File: src/rtl/pipe_stage_pkg.sv
// Shared pipeline definitions: stage occupancy encoding reused by every
// two-entry skid stage between decode and execute.
package pipe_stage_pkg;

  typedef enum logic [1:0] {
    ST_EMPTY = 2'd0,
    ST_BUSY  = 2'd1,
    ST_FULL  = 2'd2
  } stage_state_e;

  // Encoding doubles as the held-payload count.
  function automatic logic [1:0] occ_of(stage_state_e st);
    return logic'(st == ST_BUSY) ? 2'd1 : (st == ST_FULL) ? 2'd2 : 2'd0;
  endfunction

endpackage

File: src/rtl/pipe_stage_if.sv
// Decode->execute handshake bundle: upstream channel, downstream channel,
// branch-flush kill and occupancy status.
interface pipe_stage_if #(parameter int DATA_W = 32);
  logic              in_valid;
  logic              in_ready;
  logic [DATA_W-1:0] in_data;
  logic              out_valid;
  logic              out_ready;
  logic [DATA_W-1:0] out_data;
  logic              flush;
  logic [1:0]        occupancy;

  modport master (
    output in_valid, in_data, out_ready, flush,
    input  in_ready, out_valid, out_data, occupancy
  );

  modport slave (
    input  in_valid, in_data, out_ready, flush,
    output in_ready, out_valid, out_data, occupancy
  );
endinterface

File: src/rtl/pipe_stage.sv
// Two-entry skid pipeline register: main register feeds downstream, skid
// register absorbs one payload so in_ready can be a flop.
module pipe_stage
  import pipe_stage_pkg::*;
#(
  parameter int DATA_W      = 32,
  parameter bit ZERO_BUBBLE = 1'b1
) (
  input  logic       clk,
  input  logic       rst_n,
  pipe_stage_if.slave bus
);

  stage_state_e      state_q, state_d;
  logic [DATA_W-1:0] main_q, main_d;
  logic [DATA_W-1:0] skid_q, skid_d;
  logic              in_ready_q, in_ready_d;
  logic              out_valid;
  logic              in_fire, out_fire;

  assign out_valid = (state_q != ST_EMPTY);
  assign in_fire   = bus.in_valid & in_ready_q;
  assign out_fire  = out_valid & bus.out_ready;

  always_comb begin
    state_d = state_q;
    main_d  = main_q;
    skid_d  = skid_q;
    if (bus.flush) begin
      state_d = ST_EMPTY;
    end else begin
      unique case (state_q)
        ST_EMPTY: if (in_fire) begin
          state_d = ST_BUSY;
          main_d  = bus.in_data;
        end
        ST_BUSY: begin
          if (in_fire && !out_fire) begin
            state_d = ST_FULL;
            skid_d  = bus.in_data;
          end else if (in_fire && out_fire) begin
            main_d  = bus.in_data;
          end else if (out_fire) begin
            state_d = ST_EMPTY;
          end
        end
        ST_FULL: if (out_fire) begin
          state_d = ST_BUSY;
          main_d  = skid_q;
        end
        default: state_d = ST_EMPTY;
      endcase
    end
    // Ready is precomputed from next state so out_ready never reaches in_ready
    // combinationally.
    in_ready_d = (state_d != ST_FULL);
  end

  always_ff @(posedge clk or negedge rst_n) begin
    if (!rst_n) begin
      state_q    <= ST_EMPTY;
      main_q     <= '0;
      skid_q     <= '0;
      in_ready_q <= 1'b0;
    end else begin
      state_q    <= state_d;
      main_q     <= main_d;
      skid_q     <= skid_d;
      in_ready_q <= in_ready_d;
    end
  end

  assign bus.in_ready  = in_ready_q;
  assign bus.out_valid = out_valid;
  assign bus.occupancy = occ_of(state_q);
  assign bus.out_data  = (ZERO_BUBBLE && !out_valid) ? '0 : main_q;

endmodule

File: src/flat_wrapper.sv
// flat-port wrapper written by rule: the top's interface ports become plain ports
module pipe_stage_flat import pipe_stage_pkg::*;
#(
  parameter int DATA_W      = 32,
  parameter bit ZERO_BUBBLE = 1'b1
)
  (clk, rst_n, bus_in_valid, bus_in_data, bus_out_ready, bus_flush, bus_in_ready, bus_out_valid, bus_out_data, bus_occupancy);
  pipe_stage_if #(.DATA_W(DATA_W)) bus_i ();
  input  logic clk;
  input  logic rst_n;
  input wire logic [$bits(bus_i.in_valid)-1:0] bus_in_valid;
  input wire logic [$bits(bus_i.in_data)-1:0] bus_in_data;
  input wire logic [$bits(bus_i.out_ready)-1:0] bus_out_ready;
  input wire logic [$bits(bus_i.flush)-1:0] bus_flush;
  output wire logic [$bits(bus_i.in_ready)-1:0] bus_in_ready;
  output wire logic [$bits(bus_i.out_valid)-1:0] bus_out_valid;
  output wire logic [$bits(bus_i.out_data)-1:0] bus_out_data;
  output wire logic [$bits(bus_i.occupancy)-1:0] bus_occupancy;
  assign bus_i.in_valid = bus_in_valid;
  assign bus_i.in_data = bus_in_data;
  assign bus_i.out_ready = bus_out_ready;
  assign bus_i.flush = bus_flush;
  assign bus_in_ready = bus_i.in_ready;
  assign bus_out_valid = bus_i.out_valid;
  assign bus_out_data = bus_i.out_data;
  assign bus_occupancy = bus_i.occupancy;
  pipe_stage #(.DATA_W(DATA_W), .ZERO_BUBBLE(ZERO_BUBBLE)) u_core (.clk(clk), .rst_n(rst_n), .bus(bus_i));
endmodule
File: config.mk
export PLATFORM = sky130hd
export DESIGN_NAME = pipe_stage_flat
export DESIGN_NICKNAME = d
export VERILOG_FILES = /design/src/rtl/pipe_stage_pkg.sv /design/src/rtl/pipe_stage_if.sv /design/src/rtl/pipe_stage.sv /design/src/flat_wrapper.sv
export SDC_FILE = /design/constraint.sdc
export NUM_CORES = 1
export LEC_CHECK = 0
export ABC_CLOCK_PERIOD_IN_PS = 4000
export CAP_MARGIN = 30
export CORE_MARGIN = 4
export CORE_UTILIZATION = 54
export CTS_BUF_LIST = sky130_fd_sc_hd__clkbuf_16
export DETAILED_ROUTE_END_ITERATION = 12
export GPL_TIMING_DRIVEN = 0
export PLACE_DENSITY = 0.82
export SKIP_CTS_REPAIR_TIMING = 1
export SLEW_MARGIN = 20
export SYNTH_ARGS = -nofsm -noshare
export SYNTH_HDL_FRONTEND = slang
export SYNTH_SLANG_ARGS = --single-unit
File: constraint.sdc
create_clock -name clk -period 4 [get_ports clk]
set_input_delay 1 -clock clk [delete_from_list [all_inputs] [get_ports clk]]
set_output_delay 1 -clock clk [all_outputs]
set_load 0.005 [all_outputs]
-- Word-level counts from Yosys, hierarchy flattened
Cells that the tools add are included.
- output and inout port bits: 36
- bits in registers: 67
- bits of input ports: 37
- word-level logic and storage cells: 37
- equality and inequality tests: 7
- muxes and demuxes: 15
- bitwise logic cells: 3
- reduce and logical (&&, ||, !) cells: 8
- operator list (cell ; count):
    2-to-1 mux 32 bit ; 5
    case mux 32 bit (3 select lines) ; 1
    2-to-1 mux 2 bit ; 8
    inequality test 2 x 1 -> 1 bit, second input constant ; 3
    case mux 2 bit (3 select lines) ; 1
    AND reduction 6 bit ; 1
    inequality test 2 bit, second input constant ; 2
    AND reduction 3 bit ; 1
    nonzero test 3 bit ; 1
    bitwise AND 1 bit ; 2
    equality test 2 x 1 -> 1 bit, second input constant ; 1
    equality test 2 bit, second input constant ; 1
    logical AND 1 bit ; 2
    logical NOT 2 bit ; 1
    nonzero test 2 bit ; 1
    logical NOT 1 bit ; 1
    NOT 1 bit ; 1

-- Longest topological paths before layout
Gate-level depths: netlist of run 1.
- depth in word-level cells: 8
- depth in mapped cells: 6
- mapped depth without buffers: 4

-- Worst setup path after synthesis of run 1
Ideal clock, no wire load.
- path kind: reg2out
- from: register u_core.state_q[1]
- to: output bus_out_data[10]
- setup slack: 1.935 ns
- cell stages (with the launch flop): 4
- required time: 3.000 ns
- data arrival time: 1.065 ns
- cells stage by stage: dfrtp_1 nor2_1 clkbuf_1 nor2b_1
- word-level cells in the longest chain between the ends: 2
- RTL lines (element ; RTL line ; text):
    from (decl) ; pipe_stage.sv:14 ; stage_state_e state_q, state_d;
    from (signal assigned) ; pipe_stage.sv:66 ; state_q <= state_d;
    nonzero test 2 bit ; pipe_stage.sv:21 ; assign out_valid = (state_q != ST_EMPTY);
    2-to-1 mux 32 bit ; pipe_stage.sv:76 ; assign bus.out_data = (ZERO_BUBBLE && !out_valid) ? '0 : main_q;
    to (decl) ; flat_wrapper.sv:17 ; output wire logic [$bits(bus_i.out_data)-1:0] bus_out_data;
Every way passes these cells.

-- Worst setup path after layout of run 1
- from: register u_core.state_q[1]
- to: output bus_out_data[22]
Same word-level chain as after synthesis.

==> results of run 1 <==
[synth_stat cells]
master	number	area (um^2)
and2b_2	1	8.76
mux2_2	2	22.5
o41a_1	1	11.3
and3_4	1	11.3
buf_6	6	67.6
buf_12	3	60.1
o22a_1	1	8.76
mux2_4	30	450
nand2_1	34	128
o21ai_0	29	145
nor2b_2	2	17.5
mux2i_1	33	330
nor2_1	3	11.3
o21a_1	1	7.51
nand2_4	1	11.3
buf_2	4	20.0
clkbuf_1	3	11.3
dfrtp_1	67	1680
nand4bb_1	1	11.3
o21ai_1	4	20.0
nor2b_1	32	200
inv_1	2	7.51
buf_4	1	7.51
[worst paths after layout]
kind | startpoint | end | cells after the start
setup reg to reg | u_core.state_q[1] | u_core.main_q[29] | 5
min in group asynchronous | rst_n | u_core.skid_q[19] | 1
hold reg to reg | u_core.main_q[0] | u_core.main_q[0] | 2
setup / recovery | u_core.state_q[1] | bus_out_data[22] | 4
hold / removal | u_core.main_q[0] | u_core.main_q[0] | 2
max in group asynchronous | rst_n | u_core.main_q[29] | 2
[routing by layer]
layer	vias to the layer above	global-route usage, %
li1	1061	-
met1	1155	27.5
met2	63	36.2
met3	13	4.23
met4	0	9.50
met5	-	0
[cell families after synthesis]
logic type	Yosys count	synth area share, %
AND/OR/NAND/NOR	75	12.3
flip-flops	67	51.7
multiplexers	65	24.7
AO/OA/AOI/OAI	36	5.94
buffers and inverters	19	5.36
[power groups by stage]
| stage | sequential [mW] | clock [mW] | combinational, mW |
|---|---|---|---|
| 2_1_floorplan | 0.911 | 0 | 0.277 |
| 3_3_place_gp | 0.926 | 0 | 0.426 |
| 3_5_place_dp | 0.939 | 0 | 0.446 |
| 4_1_cts | 0.934 | 0.762 | 0.452 |
| 5_1_grt | 0.952 | 0.790 | 0.489 |
| 6_report | 0.936 | 0.754 | 0.446 |
[state kept, by name, summed over array words and instances, names as in the netlist]
name                 cells
u_core.bus.in_ready      1
u_core.main_q           32
u_core.skid_q           32
u_core.state_q           2
[layout make-up]
type	instances	area [um^2]
Buffer	17	166
Clock buffer	9	225
Clock inverter	7	60.1
Fill cell	393	1310
Inverter	2	7.51
Multi-Input combinational cell	176	1400
Sequential cell	67	1680
Tap cell	72	90.1
Timing Repair Buffer	73	746
[worst min-delay path: cells and delay by family (launching register included)]
family / cells / cell delay [ns]
flip-flops: 1 / 0.33
AO/OA/AOI/OAI: 1 / 0.06
AND/OR/NAND/NOR: 1 / 0.04
[stage by stage]
step | TNS (ns) | instance area, um^2 | cells
floorplan | 0 | 3250 | 262
global placement | -19.60 | 4060 | 406
detailed placement | 0 | 4080 | 407
CTS | 0 | 4370 | 423
global route | 0 | 4370 | 423
finish | 0 | 4370 | 423
==> results.toml, run 1 <==
[worst_setup_path]
startpoint_type = "flip-flop"
slowest_stage = "clkbuf_1"
critPathMaxFanout = 10
critPathCaptureType = "output port"
arrival_ns = 2.34
max_stage_delay_ns = 0.50
critPathRequiredTime_ns = 3.00
crit_chain = "nor2_1 > clkbuf_1 > nor2b_1 > clkdlybuf4s50_1"
cp_top_family = "buffers and inverters"
critical_path_class = "reg2out"
crit_buf_inv = 2
r2r_slack_ns = 2.35

[cts]
path_clk_slew_ns = 0.06
cts.sinks = 67
clk_latency_ns = 0.32
cts_buffer_depth = 2
clock-root-buffer = "clkbuf_16"
cts_tree = "yes"
htree_num_levels = 3
cts_buffers = 9

[timing]
hold_viol_final = 0
fmax_mhz = 300
whs_ns = 0.468
tightest_slew_ns = 0.554
slew_viol_final = 0
worst_slack_ns = 0.663
slew_headroom_pct = 63.1
setup_viol = 0
fin_crit_sh_pct = 83.4
min_period_ns = 3.34
rsz0062_at_grt = "false"
finClkSkew_ns = 0.00445

[routing]
viasPerCell = 5.42
route.met2.wl_mm = 3.72
ant_nets = 0
wirelength_mm = 7.54
drc = 0
wirelength_met1_mm = 3.31
num_vias = 2292
routed.top_layer = "met4"
wl_per_cell_um = 17.8
first_pass_iters = 4
dr_wl_met3_um = 376
initialDrtViolationCount = 56

[floorplanning]
chipWidth_um = 85.5
num_rows = 27
die-height_um = 85.5
dieArea_um2 = 7310
core_um2 = 5680
io_pins = 73
initial_core_util_pct = 57.2

[logic_synthesis]
syn_inst = 262
ys_seq_area_share_pct = 51.7
ys_types = 23
syn-cell-area_um2 = 3250
ys_seq_elements = 67
yosysWarnings = 0
syn_nets = 299
postSynthAreaPerCell_um2 = 12.4

[placed_design]
place.gp.congestion = 0.693
io_buffers = 72
hpwl_mm = 4.97
post-place-ws_ns = 0.988

[hold_path]
hp-class = "reg2reg"

[finish]
syn_to_final_growth_pct = 34.5
layout-drive-gt1-share_pct = 19.1
layout_common_cells = "71 x clkdlybuf4s50_1, 67 x dfrtp_1, 34 x nand2_1, 33 x mux2i_1, 32 x nor2b_1"
fin_util_pct = 76.9
antenna-diode-count = 0
finalNetCount = 383
mostFrequentLayoutCell = "clkdlybuf4s50_1"

[grt]
grt_max_degree = 55
gr-total-overflow = 0
antenna_found_initial = 0
grt_use_total_pct = 21.7
grt_pass1_vias = 2428
grt_pass1_wl_mm = 12.2

[power_and_ir_drop]
powerDensity_nw_per_um2 = 489
finalPower_mw = 2.14
leakage_nw = 1.95
peakVddDrop_mv = 0.278
clockPowerShare_pct = 35.3
p_sw_share_pct = 24.9
seqPwrFrac_pct = 43.8
pwr-share-comb_pct = 20.9
p_int_mw = 1.60
switchingPower_mw = 0.532

[run_status]
outcome = "complete, no violations"

[flow_run]
maxCapViolations = 0
Note: power is estimated with default switching activity, not from simulation.
==> run 2: changes to the inputs <==
--- a/config.mk
+++ b/config.mk
@@ -5,14 +5,14 @@
 export SDC_FILE = /design/constraint.sdc
 export NUM_CORES = 1
 export LEC_CHECK = 0
-export ABC_CLOCK_PERIOD_IN_PS = 4000
+export ABC_CLOCK_PERIOD_IN_PS = 3200
 export CAP_MARGIN = 30
 export CORE_MARGIN = 4
-export CORE_UTILIZATION = 54
+export CORE_UTILIZATION = 50
 export CTS_BUF_LIST = sky130_fd_sc_hd__clkbuf_16
 export DETAILED_ROUTE_END_ITERATION = 12
 export GPL_TIMING_DRIVEN = 0
-export PLACE_DENSITY = 0.82
+export PLACE_DENSITY = 0.76
 export SKIP_CTS_REPAIR_TIMING = 1
 export SLEW_MARGIN = 20
 export SYNTH_ARGS = -nofsm -noshare
==> constraint.sdc (replaced) <==
create_clock -name clk -period 3.2 [get_ports clk]
set_input_delay 0.8 -clock clk [delete_from_list [all_inputs] [get_ports clk]]
set_output_delay 0.8 -clock clk [all_outputs]
set_load 0.005 [all_outputs]
==> run 2 against run 1 <==
Clock skew up 0.0018 ns. Routed wire length shrank 7.5%. Combinational power up 22%. Critical path type unchanged.
==> results.toml, run 2 (same netlist as run 1, synthesis figures left out) <==
[floorplanning]
num_rows = 29
io_pins = 73
dieArea_um2 = 7840
die-height_um = 88.6
chipWidth_um = 88.6
core_um2 = 6310
initial_core_util_pct = 51.4

[routing]
ant_nets = 0
viasPerCell = 5.18
num_vias = 2219
first_pass_iters = 4
drc = 0
wirelength_mm = 6.97
wl_per_cell_um = 16.3
initialDrtViolationCount = 92

[timing]
fin_crit_sh_pct = 93.3
setup_viol = 0
hold_viol_final = 0
fmax_mhz = 335
min_period_ns = 2.99
slew_viol_final = 0
slew_headroom_pct = 66.2
worst_slack_ns = 0.213
tightest_slew_ns = 0.506
finalSetupTns_ns = 0
rsz0062_at_grt = "false"
finClkSkew_ns = 0.00624

[grt]
grt_pass1_vias = 2389
grt_use_total_pct = 19.3
antenna_found_initial = 0
grt_max_degree = 36
grt_pass1_wl_mm = 11.6
gr-total-overflow = 0

[finish]
antenna-diode-count = 0
nFillCells = 508
syn_to_final_growth_pct = 35.2
layout_common_cells = "71 x clkdlybuf4s50_1, 67 x dfrtp_1, 34 x nand2_1, 33 x mux2i_1, 32 x nor2b_1"
layout-drive-gt1-share_pct = 19.4
mostFrequentLayoutCell = "clkdlybuf4s50_1"
reg_top3 = "u_core.main_q: 32 flops, u_core.skid_q: 32 flops, u_core.state_q: 2 flops"
finalNonFillerCells = 428
finalNetCount = 383
design_area_um2 = 4390

[worst_setup_path]
arrival_ns = 2.19
crit_buf_inv = 2
critPathMaxFanout = 10
max_stage_delay_ns = 0.48
critical_path_class = "reg2out"
crit_chain = "nor2_1 > clkbuf_1 > nor2b_1 > clkdlybuf4s50_1"
startpoint_type = "flip-flop"
worstSetupStartpoint = "u_core.state_q[1]"
r2r-start = "u_core.state_q[1]"
slowest_stage = "clkdlybuf4s50_1"
critPathRequiredTime_ns = 2.40
critPathCaptureType = "output port"
cp_top_family = "buffers and inverters"

[power_and_ir_drop]
clockPowerShare_pct = 37.5
finalPower_mw = 2.73
leakage_nw = 1.96
seqPwrFrac_pct = 42.6
peakVddDrop_mv = 0.414
p_int_mw = 2.08
p_sw_share_pct = 23.7
pwr-share-comb_pct = 19.9
switchingPower_mw = 0.648
powerDensity_nw_per_um2 = 623

[cts]
clock-root-buffer = "clkbuf_16"
path_clk_slew_ns = 0.05
clk_latency_ns = 0.32
cts.sinks = 67
cts_tree = "yes"
cts_buffer_depth = 2
htree_num_levels = 3
cts_buffers = 9

[flow_run]
maxCapViolations = 0

[run_status]
outcome = "complete, no violations"

[hold_path]
hp-class = "in2async"

[placed_design]
post-place-ws_ns = 0.549
hpwl_mm = 4.75
placed_area_um2 = 4080
dp.cells = 412
place.gp.congestion = 0.736
io_buffers = 72
[run 2: cell types whose count changed in the layout (fill, tap and decap cells not counted), sizes merged]
cell,previous run,this run
clkinvlp,1,0
bufinv,1,2
[run 2: routing by layer]
layer / vias to the layer above / wire length [um] / track usage (%)
met5: - / 0 / 0
met4: 0 / 89 / 6.73
met3: 10 / 345 / 4.84
met2: 57 / 3510 / 31.9
met1: 1096 / 3020 / 24.7
li1: 1056 / - / -
[run 2: power by group through the flow]
stage                     clock [mW]  sequential [mW]  combinational, mW
after floorplan                    0             1.14              0.347
after global placement             0             1.16              0.530
after detailed placement           0             1.17              0.549
after CTS                       1.03             1.16              0.554
after global routing            1.07             1.19              0.601
final                           1.02             1.16              0.544
[run 2: layout make-up]
class / count / area, um^2 / share of cell area (%)
plain buffers: 17 / 166 / 3.79
clock buffers: 9 / 225 / 5.13
clock inverters: 7 / 83.8 / 1.91
inverters: 2 / 7.51 / 0.171
multi-input cells: 176 / 1400 / 31.8
flip-flops and latches: 67 / 1680 / 38.2
well taps: 77 / 96.3 / 2.19
repair buffers: 73 / 738 / 16.8
[run 2: worst paths after layout]
kind | cells after the start | slack (ns) | to
setup / recovery | 4 | 0.21 | bus_out_data[27]
hold reg to reg | 2 | 0.47 | u_core.main_q[17]
hold / removal | 1 | 0.43 | u_core.main_q[26]
setup reg to reg | 5 | 1.61 | u_core.main_q[15]
min in group clk | 2 | 0.47 | u_core.main_q[17]
max in group asynchronous | 2 | 2.24 | u_core.skid_q[14]
[run 2: through the flow]
stage | util [%] | hold WS (ns)
detailed placement | 64.6 | 0.463
finish | 69.5 | 0.426
CTS | 69.5 | 0.441
floorplan | - | 0.441
global placement | 64.3 | 0.454
global route | 69.5 | 0.455
